<file path="config.mk">
export PLATFORM = sky130hd
export DESIGN_NAME = uart_cmd_responder
export DESIGN_NICKNAME = d
export VERILOG_FILES = /design/src/rtl/uart_cmd_responder.sv
export SDC_FILE = /design/constraint.sdc
export NUM_CORES = 1
export LEC_CHECK = 0
export ABC_AREA = 0
export BUFFER_PORTS_ARGS = -buffer_cell sky130_fd_sc_hd__clkbuf_2
export CAP_MARGIN = 20
export CORE_MARGIN = 2
export CORE_UTILIZATION = 45
export DETAILED_ROUTE_END_ITERATION = 8
export PLACE_DENSITY = 0.68
export SYNTH_ARGS = -nofsm -noshare
export SYNTH_HDL_FRONTEND = slang
export SYNTH_SLANG_ARGS = --single-unit
</file>
<file path="constraint.sdc">
create_clock -name clk -period 2.4 [get_ports clk]
set_input_delay 0.24 -clock clk [delete_from_list [all_inputs] [get_ports clk]]
set_output_delay 0.24 -clock clk [all_outputs]
set_load 0.005 [all_outputs]
</file>
<file path="src/rtl/uart_cmd_responder.sv">
// uart_cmd_responder: UART command receiver plus response transmitter.
//   Receives two 8N1 bytes on RX (high byte first) and presents them as a
//   16-bit command with a ready flag. It also sends one 8N1 response byte on
//   TX on request. The receive and transmit paths run independently.
// Ports:
//   clk, rst     - rising-edge clock, synchronous active-high reset
//   RX / TX      - serial in / serial out, both idle high
//   cmd, cmd_rdy - assembled command and its valid flag
//   clr_cmd_rdy  - one-cycle acknowledge that clears cmd_rdy
//   resp, trmt   - response byte and one-cycle transmit request
//   tx_done      - last response frame has completed
module uart_cmd_responder #(
    parameter int unsigned BAUD_DIV = 2604
) (
    input  logic        clk,
    input  logic        rst,
    input  logic        RX,
    output logic        TX,
    output logic [15:0] cmd,
    output logic        cmd_rdy,
    input  logic        clr_cmd_rdy,
    input  logic [7:0]  resp,
    input  logic        trmt,
    output logic        tx_done
);
    localparam int unsigned CNT_MIN  = 12;
    localparam int unsigned CNT_NEED = $clog2(BAUD_DIV + 1);
    localparam int unsigned CNT_W    = (CNT_NEED > CNT_MIN) ? CNT_NEED : CNT_MIN;
    localparam logic [CNT_W-1:0] FULL_BIT = CNT_W'(BAUD_DIV);
    localparam logic [CNT_W-1:0] HALF_BIT = CNT_W'(BAUD_DIV / 2);

    // ---------------- RX synchronizer and falling-edge detect ----------------
    logic       rx_ff1_q, rx_ff2_q, rx_prev_q;
    logic [1:0] warm_q;
    logic       rx_fall;

    // warm_q is saturated only once rx_ff2_q and rx_prev_q both hold real line
    // samples. This stops a line that is already low at reset release from
    // looking like a start edge.
    always_ff @(posedge clk) begin
        if (rst) begin
            rx_ff1_q  <= 1'b1;
            rx_ff2_q  <= 1'b1;
            rx_prev_q <= 1'b1;
            warm_q    <= 2'd0;
        end else begin
            rx_ff1_q  <= RX;
            rx_ff2_q  <= rx_ff1_q;
            rx_prev_q <= rx_ff2_q;
            if (warm_q != 2'd3) warm_q <= warm_q + 2'd1;
        end
    end

    assign rx_fall = (warm_q == 2'd3) && rx_prev_q && !rx_ff2_q;

    // ---------------- Receiver FSM ----------------
    typedef enum logic [1:0] {IDLE, START, DATA, STOP} rx_state_e;

    rx_state_e        rx_state_q, rx_state_d;
    logic [CNT_W-1:0] rx_cnt_q, rx_cnt_d;
    logic [2:0]       rx_bit_q, rx_bit_d;
    logic [7:0]       rx_sh_q, rx_sh_d;
    logic             byte_rdy_q, byte_rdy_d;
    logic             frm_err_q, frm_err_d;
    logic             rx_tick;

    // The counter fires on its last count (1). A reload of N therefore spans
    // exactly N cycles, and the counter holds at zero instead of wrapping.
    assign rx_tick = (rx_cnt_q <= CNT_W'(1));

    always_ff @(posedge clk) begin
        if (rst) begin
            rx_state_q <= IDLE;
            rx_cnt_q   <= '0;
            rx_bit_q   <= '0;
            rx_sh_q    <= '0;
            byte_rdy_q <= 1'b0;
            frm_err_q  <= 1'b0;
        end else begin
            rx_state_q <= rx_state_d;
            rx_cnt_q   <= rx_cnt_d;
            rx_bit_q   <= rx_bit_d;
            rx_sh_q    <= rx_sh_d;
            byte_rdy_q <= byte_rdy_d;
            frm_err_q  <= frm_err_d;
        end
    end

    always_comb begin
        rx_state_d = rx_state_q;
        rx_cnt_d   = rx_cnt_q;
        rx_bit_d   = rx_bit_q;
        rx_sh_d    = rx_sh_q;
        byte_rdy_d = 1'b0;
        frm_err_d  = 1'b0;
        if (rx_cnt_q != '0) rx_cnt_d = rx_cnt_q - CNT_W'(1);
        case (rx_state_q)
            IDLE: begin
                if (rx_fall) begin
                    rx_state_d = START;
                    rx_cnt_d   = HALF_BIT;
                end
            end
            START: begin
                if (rx_tick) begin
                    if (!rx_ff2_q) begin
                        rx_state_d = DATA;
                        rx_cnt_d   = FULL_BIT;
                        rx_bit_d   = '0;
                    end else begin
                        rx_state_d = IDLE;      // glitch, not a real start bit
                    end
                end
            end
            DATA: begin
                if (rx_tick) begin
                    rx_sh_d  = {rx_ff2_q, rx_sh_q[7:1]};
                    rx_cnt_d = FULL_BIT;
                    rx_bit_d = rx_bit_q + 3'd1;
                    if (rx_bit_q == 3'd7) rx_state_d = STOP;
                end
            end
            STOP: begin
                if (rx_tick) begin
                    byte_rdy_d = rx_ff2_q;
                    frm_err_d  = !rx_ff2_q;
                    rx_state_d = IDLE;
                end
            end
            default: rx_state_d = IDLE;
        endcase
    end

    // ---------------- Byte assembler ----------------
    typedef enum logic {WAIT_HI, WAIT_LO} asm_state_e;

    asm_state_e  asm_state_q, asm_state_d;
    logic [15:0] cmd_q, cmd_d;
    logic        cmd_rdy_q, cmd_rdy_d;

    always_ff @(posedge clk) begin
        if (rst) begin
            asm_state_q <= WAIT_HI;
            cmd_q       <= '0;
            cmd_rdy_q   <= 1'b0;
        end else begin
            asm_state_q <= asm_state_d;
            cmd_q       <= cmd_d;
            cmd_rdy_q   <= cmd_rdy_d;
        end
    end

    // The clear is applied first so that a same-cycle set overrides it.
    always_comb begin
        asm_state_d = asm_state_q;
        cmd_d       = cmd_q;
        cmd_rdy_d   = cmd_rdy_q;
        if (clr_cmd_rdy) cmd_rdy_d = 1'b0;
        case (asm_state_q)
            WAIT_HI: begin
                if (byte_rdy_q) begin
                    cmd_d[15:8] = rx_sh_q;
                    cmd_rdy_d   = 1'b0;
                    asm_state_d = WAIT_LO;
                end
            end
            WAIT_LO: begin
                if (byte_rdy_q) begin
                    cmd_d[7:0]  = rx_sh_q;
                    cmd_rdy_d   = 1'b1;
                    asm_state_d = WAIT_HI;
                end else if (frm_err_q) begin
                    asm_state_d = WAIT_HI;
                end
            end
            default: asm_state_d = WAIT_HI;
        endcase
    end

    assign cmd     = cmd_q;
    assign cmd_rdy = cmd_rdy_q;

    // ---------------- Transmitter FSM ----------------
    typedef enum logic {TX_IDLE, TX_BUSY} tx_state_e;

    tx_state_e        tx_state_q, tx_state_d;
    logic [CNT_W-1:0] tx_cnt_q, tx_cnt_d;
    logic [3:0]       tx_bit_q, tx_bit_d;
    logic [8:0]       tx_sh_q, tx_sh_d;
    logic             tx_q, tx_d;
    logic             tx_done_q, tx_done_d;
    logic             tx_tick;

    assign tx_tick = (tx_cnt_q <= CNT_W'(1));

    always_ff @(posedge clk) begin
        if (rst) begin
            tx_state_q <= TX_IDLE;
            tx_cnt_q   <= '0;
            tx_bit_q   <= '0;
            tx_sh_q    <= '0;
            tx_q       <= 1'b1;
            tx_done_q  <= 1'b0;
        end else begin
            tx_state_q <= tx_state_d;
            tx_cnt_q   <= tx_cnt_d;
            tx_bit_q   <= tx_bit_d;
            tx_sh_q    <= tx_sh_d;
            tx_q       <= tx_d;
            tx_done_q  <= tx_done_d;
        end
    end

    // The frame is {1, resp, 0}. The start bit goes straight into tx_q, and the
    // remaining nine bits wait in tx_sh_q to be shifted out LSB first.
    always_comb begin
        tx_state_d = tx_state_q;
        tx_cnt_d   = tx_cnt_q;
        tx_bit_d   = tx_bit_q;
        tx_sh_d    = tx_sh_q;
        tx_d       = tx_q;
        tx_done_d  = tx_done_q;
        if (tx_cnt_q != '0) tx_cnt_d = tx_cnt_q - CNT_W'(1);
        case (tx_state_q)
            TX_IDLE: begin
                if (trmt) begin
                    tx_sh_d    = {1'b1, resp};
                    tx_d       = 1'b0;
                    tx_done_d  = 1'b0;
                    tx_cnt_d   = FULL_BIT;
                    tx_bit_d   = '0;
                    tx_state_d = TX_BUSY;
                end
            end
            TX_BUSY: begin
                if (tx_tick) begin
                    if (tx_bit_q == 4'd9) begin
                        tx_d       = 1'b1;
                        tx_done_d  = 1'b1;
                        tx_state_d = TX_IDLE;
                    end else begin
                        tx_d     = tx_sh_q[0];
                        tx_sh_d  = {1'b1, tx_sh_q[8:1]};
                        tx_bit_d = tx_bit_q + 4'd1;
                        tx_cnt_d = FULL_BIT;
                    end
                end
            end
            default: tx_state_d = TX_IDLE;
        endcase
    end

    assign TX      = tx_q;
    assign tx_done = tx_done_q;

endmodule

</file>
==> results.txt <==
Clock period minus final worst setup slack: 2.05 ns
Setup_tns: 0 ns
DR top layer: met4
Sequential share of the synthesized area: 0.430
Net switching power: 1500 uW
Clk Latency, worst-skew pair: 0.35 ns
Vias post-DR: 3024
Post-DR wirelength/cell: 14.3 um
Row Count: 32
PostCTS Resize Cnt: 0
Synth cell types: 62
DR WL met3: 326 um
Hold path depth: 2
Maxcap violations: 0
Synth Area in Simple Gates: 0.220
Gr usage total: 0.186
Period utilisation layout: 0.853
Global-route wire length before repair: 13200 um
DRT iter0 DRCs: 101
Total CTS buffers: 9
Drt drc: 0
Antenna-violating nets left: 0
TritonCTS clock tree: built
FFs w/ async S/R, synth: 0
Initial Util: 0.468
Combinational share of power: 0.350
CTS Buffer Depth: 2
P_leak: 0.00154 uW
Post-detail-place hpwl: 5390 um
Postcts setup bufs: 0
Clk slew on worst S/H paths: 0.08 ns
Vias per cell: 5.60
M1 WL: 3580 um
CTS Sinks: 78
Compound-Gate Fraction of Synth Area: 0.188
Cts hold-fix bufs: 0
Vias in the first global route: 2936
Routed length on met2: 3680 um
Crit path kind: flop to flop
Average size of a mapped cell: 9.04 um^2
Worst slew pin tran: 0.655 ns
GPL Wtd Cong: 0.866
Fin nets: 457
Die Height: 93.9 um
Yosys warnings: 0
Worst-path maximum fanout: 6
Initial antenna violation count: 0
Top FF cell, synth: dfxtp_1
Slew HR: 0.560
Setup Viol. Count Final: 0
Filler cells: 713
CP endpoint kind: flop
Data required time of the critical path: 2.66 ns
Post-Synth XOR/XNOR Area: 0.0241
PortBufs: 31
Ratio of cells with drive above 1 in the final layout: 0.203
Status: finished, final reports clean
Largest family of logic cells by synthesized area: simple AND/OR/NAND/NOR gates
Ant. Diodes: 0
Cell internal pwr: 2560 uW
Mapped Nets: 426
Area Overhead vs Synth: 13.1%
Syn Std Cell Area: 3630 um^2
H-tree Lvls: 3
Die ar.: 8810 um^2
Placed cell area: 3910 um^2
Pre-antenna DRT Iters: 5
Mux share of post-synthesis cell area: 0.0637
Mapped Cells: 402
Net Sw Frac: 0.369
Max Clock Skew: 0.0138 ns
Fin. Hold Viols: 0
Area occupied by registers: 1560 um^2
Number of flops mapped to enable cells by yosys: 0
Synth Register Bits: 78
Slew Viols, Final: 0
Maximum vdd drop: 0.401 mV
Fmax: 489 MHz
Pwr/cell area: 988 nW/um^2
Reg2reg path depth: 5
Die Wd: 93.9 um
CTS root buffer: clkbuf_8
Clock power frac: 0.246
WL final: 7710 um
WP data arrival: 2.30 ns
Post-Synth Adder-Cell Area: 0.0379
Multi-input gate area: 1940 um^2
GRT overflow: 0
CORE AREA: 7770 um^2
Min-delay worst type: primary input to flop
Final Cell Area: 4110 um^2
Largest net degree at the start of global routing: 36
RSZ-0062 raised after global routing: no
Startpoint Class: flop
Share of total power in sequential cells: 0.404
I/O pin total: 32
Pwr Total: 4060 uW
-- final timing paths --
check	from	to	slack, ns
max	tx_cnt_q[0]	tx_cnt_q[6]	0.35
min	RX	rx_ff1_q	0.09
max reg2reg	tx_cnt_q[0]	tx_cnt_q[6]	0.35
min reg2reg	rx_ff1_q	rx_ff2_q	0.41
-- power by group through the flow --
| stage | Combinational (uW) | Sequential [uW] | Clock (uW) |
|---|---|---|---|
| after global routing | 1580 | 1670 | 1090 |
| after floorplan | 1110 | 1610 | 0 |
| after CTS | 1410 | 1640 | 1030 |
| final | 1420 | 1640 | 999 |
| after global placement | 1370 | 1660 | 0 |
| after detailed placement | 1410 | 1670 | 0 |
-- placed cells by master (no fill, tap or decap), types with 10 or more instances in the layout --
| cell type | netlist | final |
|---|---|---|
| a21oi_1 | 41 | 41 |
| clkbuf_2 | 0 | 31 |
| dfxtp_1 | 78 | 78 |
| mux2i_1 | 13 | 13 |
| nand2_1 | 52 | 52 |
| ha_1 | 11 | 11 |
| nand3_1 | 25 | 25 |
| nor3_1 | 10 | 10 |
| buf_4 | 0 | 12 |
| nor2_1 | 15 | 15 |
| o21ai_1 | 12 | 12 |
-- cell families after synthesis --
kind of cell,Yosys count
compound gates,102
buf+inv,32
simple gates,147
mux,22
xor+xnor,10
flops,78
fa+ha+maj,11
-- routing by layer --
metal  GRT usage  vias up
li1            -     1533
met1       0.234     1427
met2       0.308       54
met3      0.0522       10
met4      0.0543        0
met5           0        -
-- layout make-up --
cell class	instances	area share
tap	102	0.0311
sequential	78	0.380
timing repair buffer	43	0.0597
clock buffer	9	0.0301
multi-input combinational	292	0.472
clock inverter	7	0.0189
inverter	9	0.00822
-- stage by stage --
stage,setup slack (ns),utilization,hold WS (ns),std cells
after floorplan,0.504,-,0.344,402
after global placement,0.459,0.503,0.401,524
after global routing,0.147,0.529,0.0835,540
final,0.353,0.529,0.0914,540
after CTS,0.355,0.529,0.0823,540
after detailed placement,0.376,0.503,0.397,524
-- worst max-delay path, cell delays in order (launching register included) --
cell and delay (ns):
dfxtp_1 0.38, inv_1 0.10, ha_1 0.25, or4b_4 0.52, or4b_1 0.49, a211oi_1 0.23
-- sequential cells by signal (all words and copies together) (netlist names), 2 cells and up, named ones only --
| register | flops |
|---|---|
| cmd | 16 |
| rx_bit_q | 3 |
| rx_cnt_q | 12 |
| rx_sh_q | 8 |
| tx_bit_q | 4 |
| tx_cnt_q | 12 |
| tx_sh_q | 9 |
| warm_q | 2 |
-- synth_stat cells (4+ instances only) --
master | count | area share
dfxtp_1 | 78 | 0.43
nand2_1 | 52 | 0.054
a21oi_1 | 41 | 0.056
nand3_1 | 25 | 0.034
nor2_1 | 15 | 0.015
clkbuf_1 | 14 | 0.014
mux2i_1 | 13 | 0.036
o21ai_1 | 12 | 0.017
ha_1 | 11 | 0.038
nor3_1 | 10 | 0.014
inv_1 | 9 | 0.0093
mux2_2 | 9 | 0.028
a211oi_1 | 6 | 0.012
a31oi_1 | 6 | 0.010
xnor2_1 | 6 | 0.014
buf_1 | 5 | 0.0052
o21ai_0 | 5 | 0.0069
or2_2 | 5 | 0.0086
nand4_1 | 4 | 0.0069
nor2b_1 | 4 | 0.0069
or3_1 | 4 | 0.0069
or4_1 | 4 | 0.0083
xor2_1 | 4 | 0.0096
Note: power is estimated with default switching activity, not from simulation.
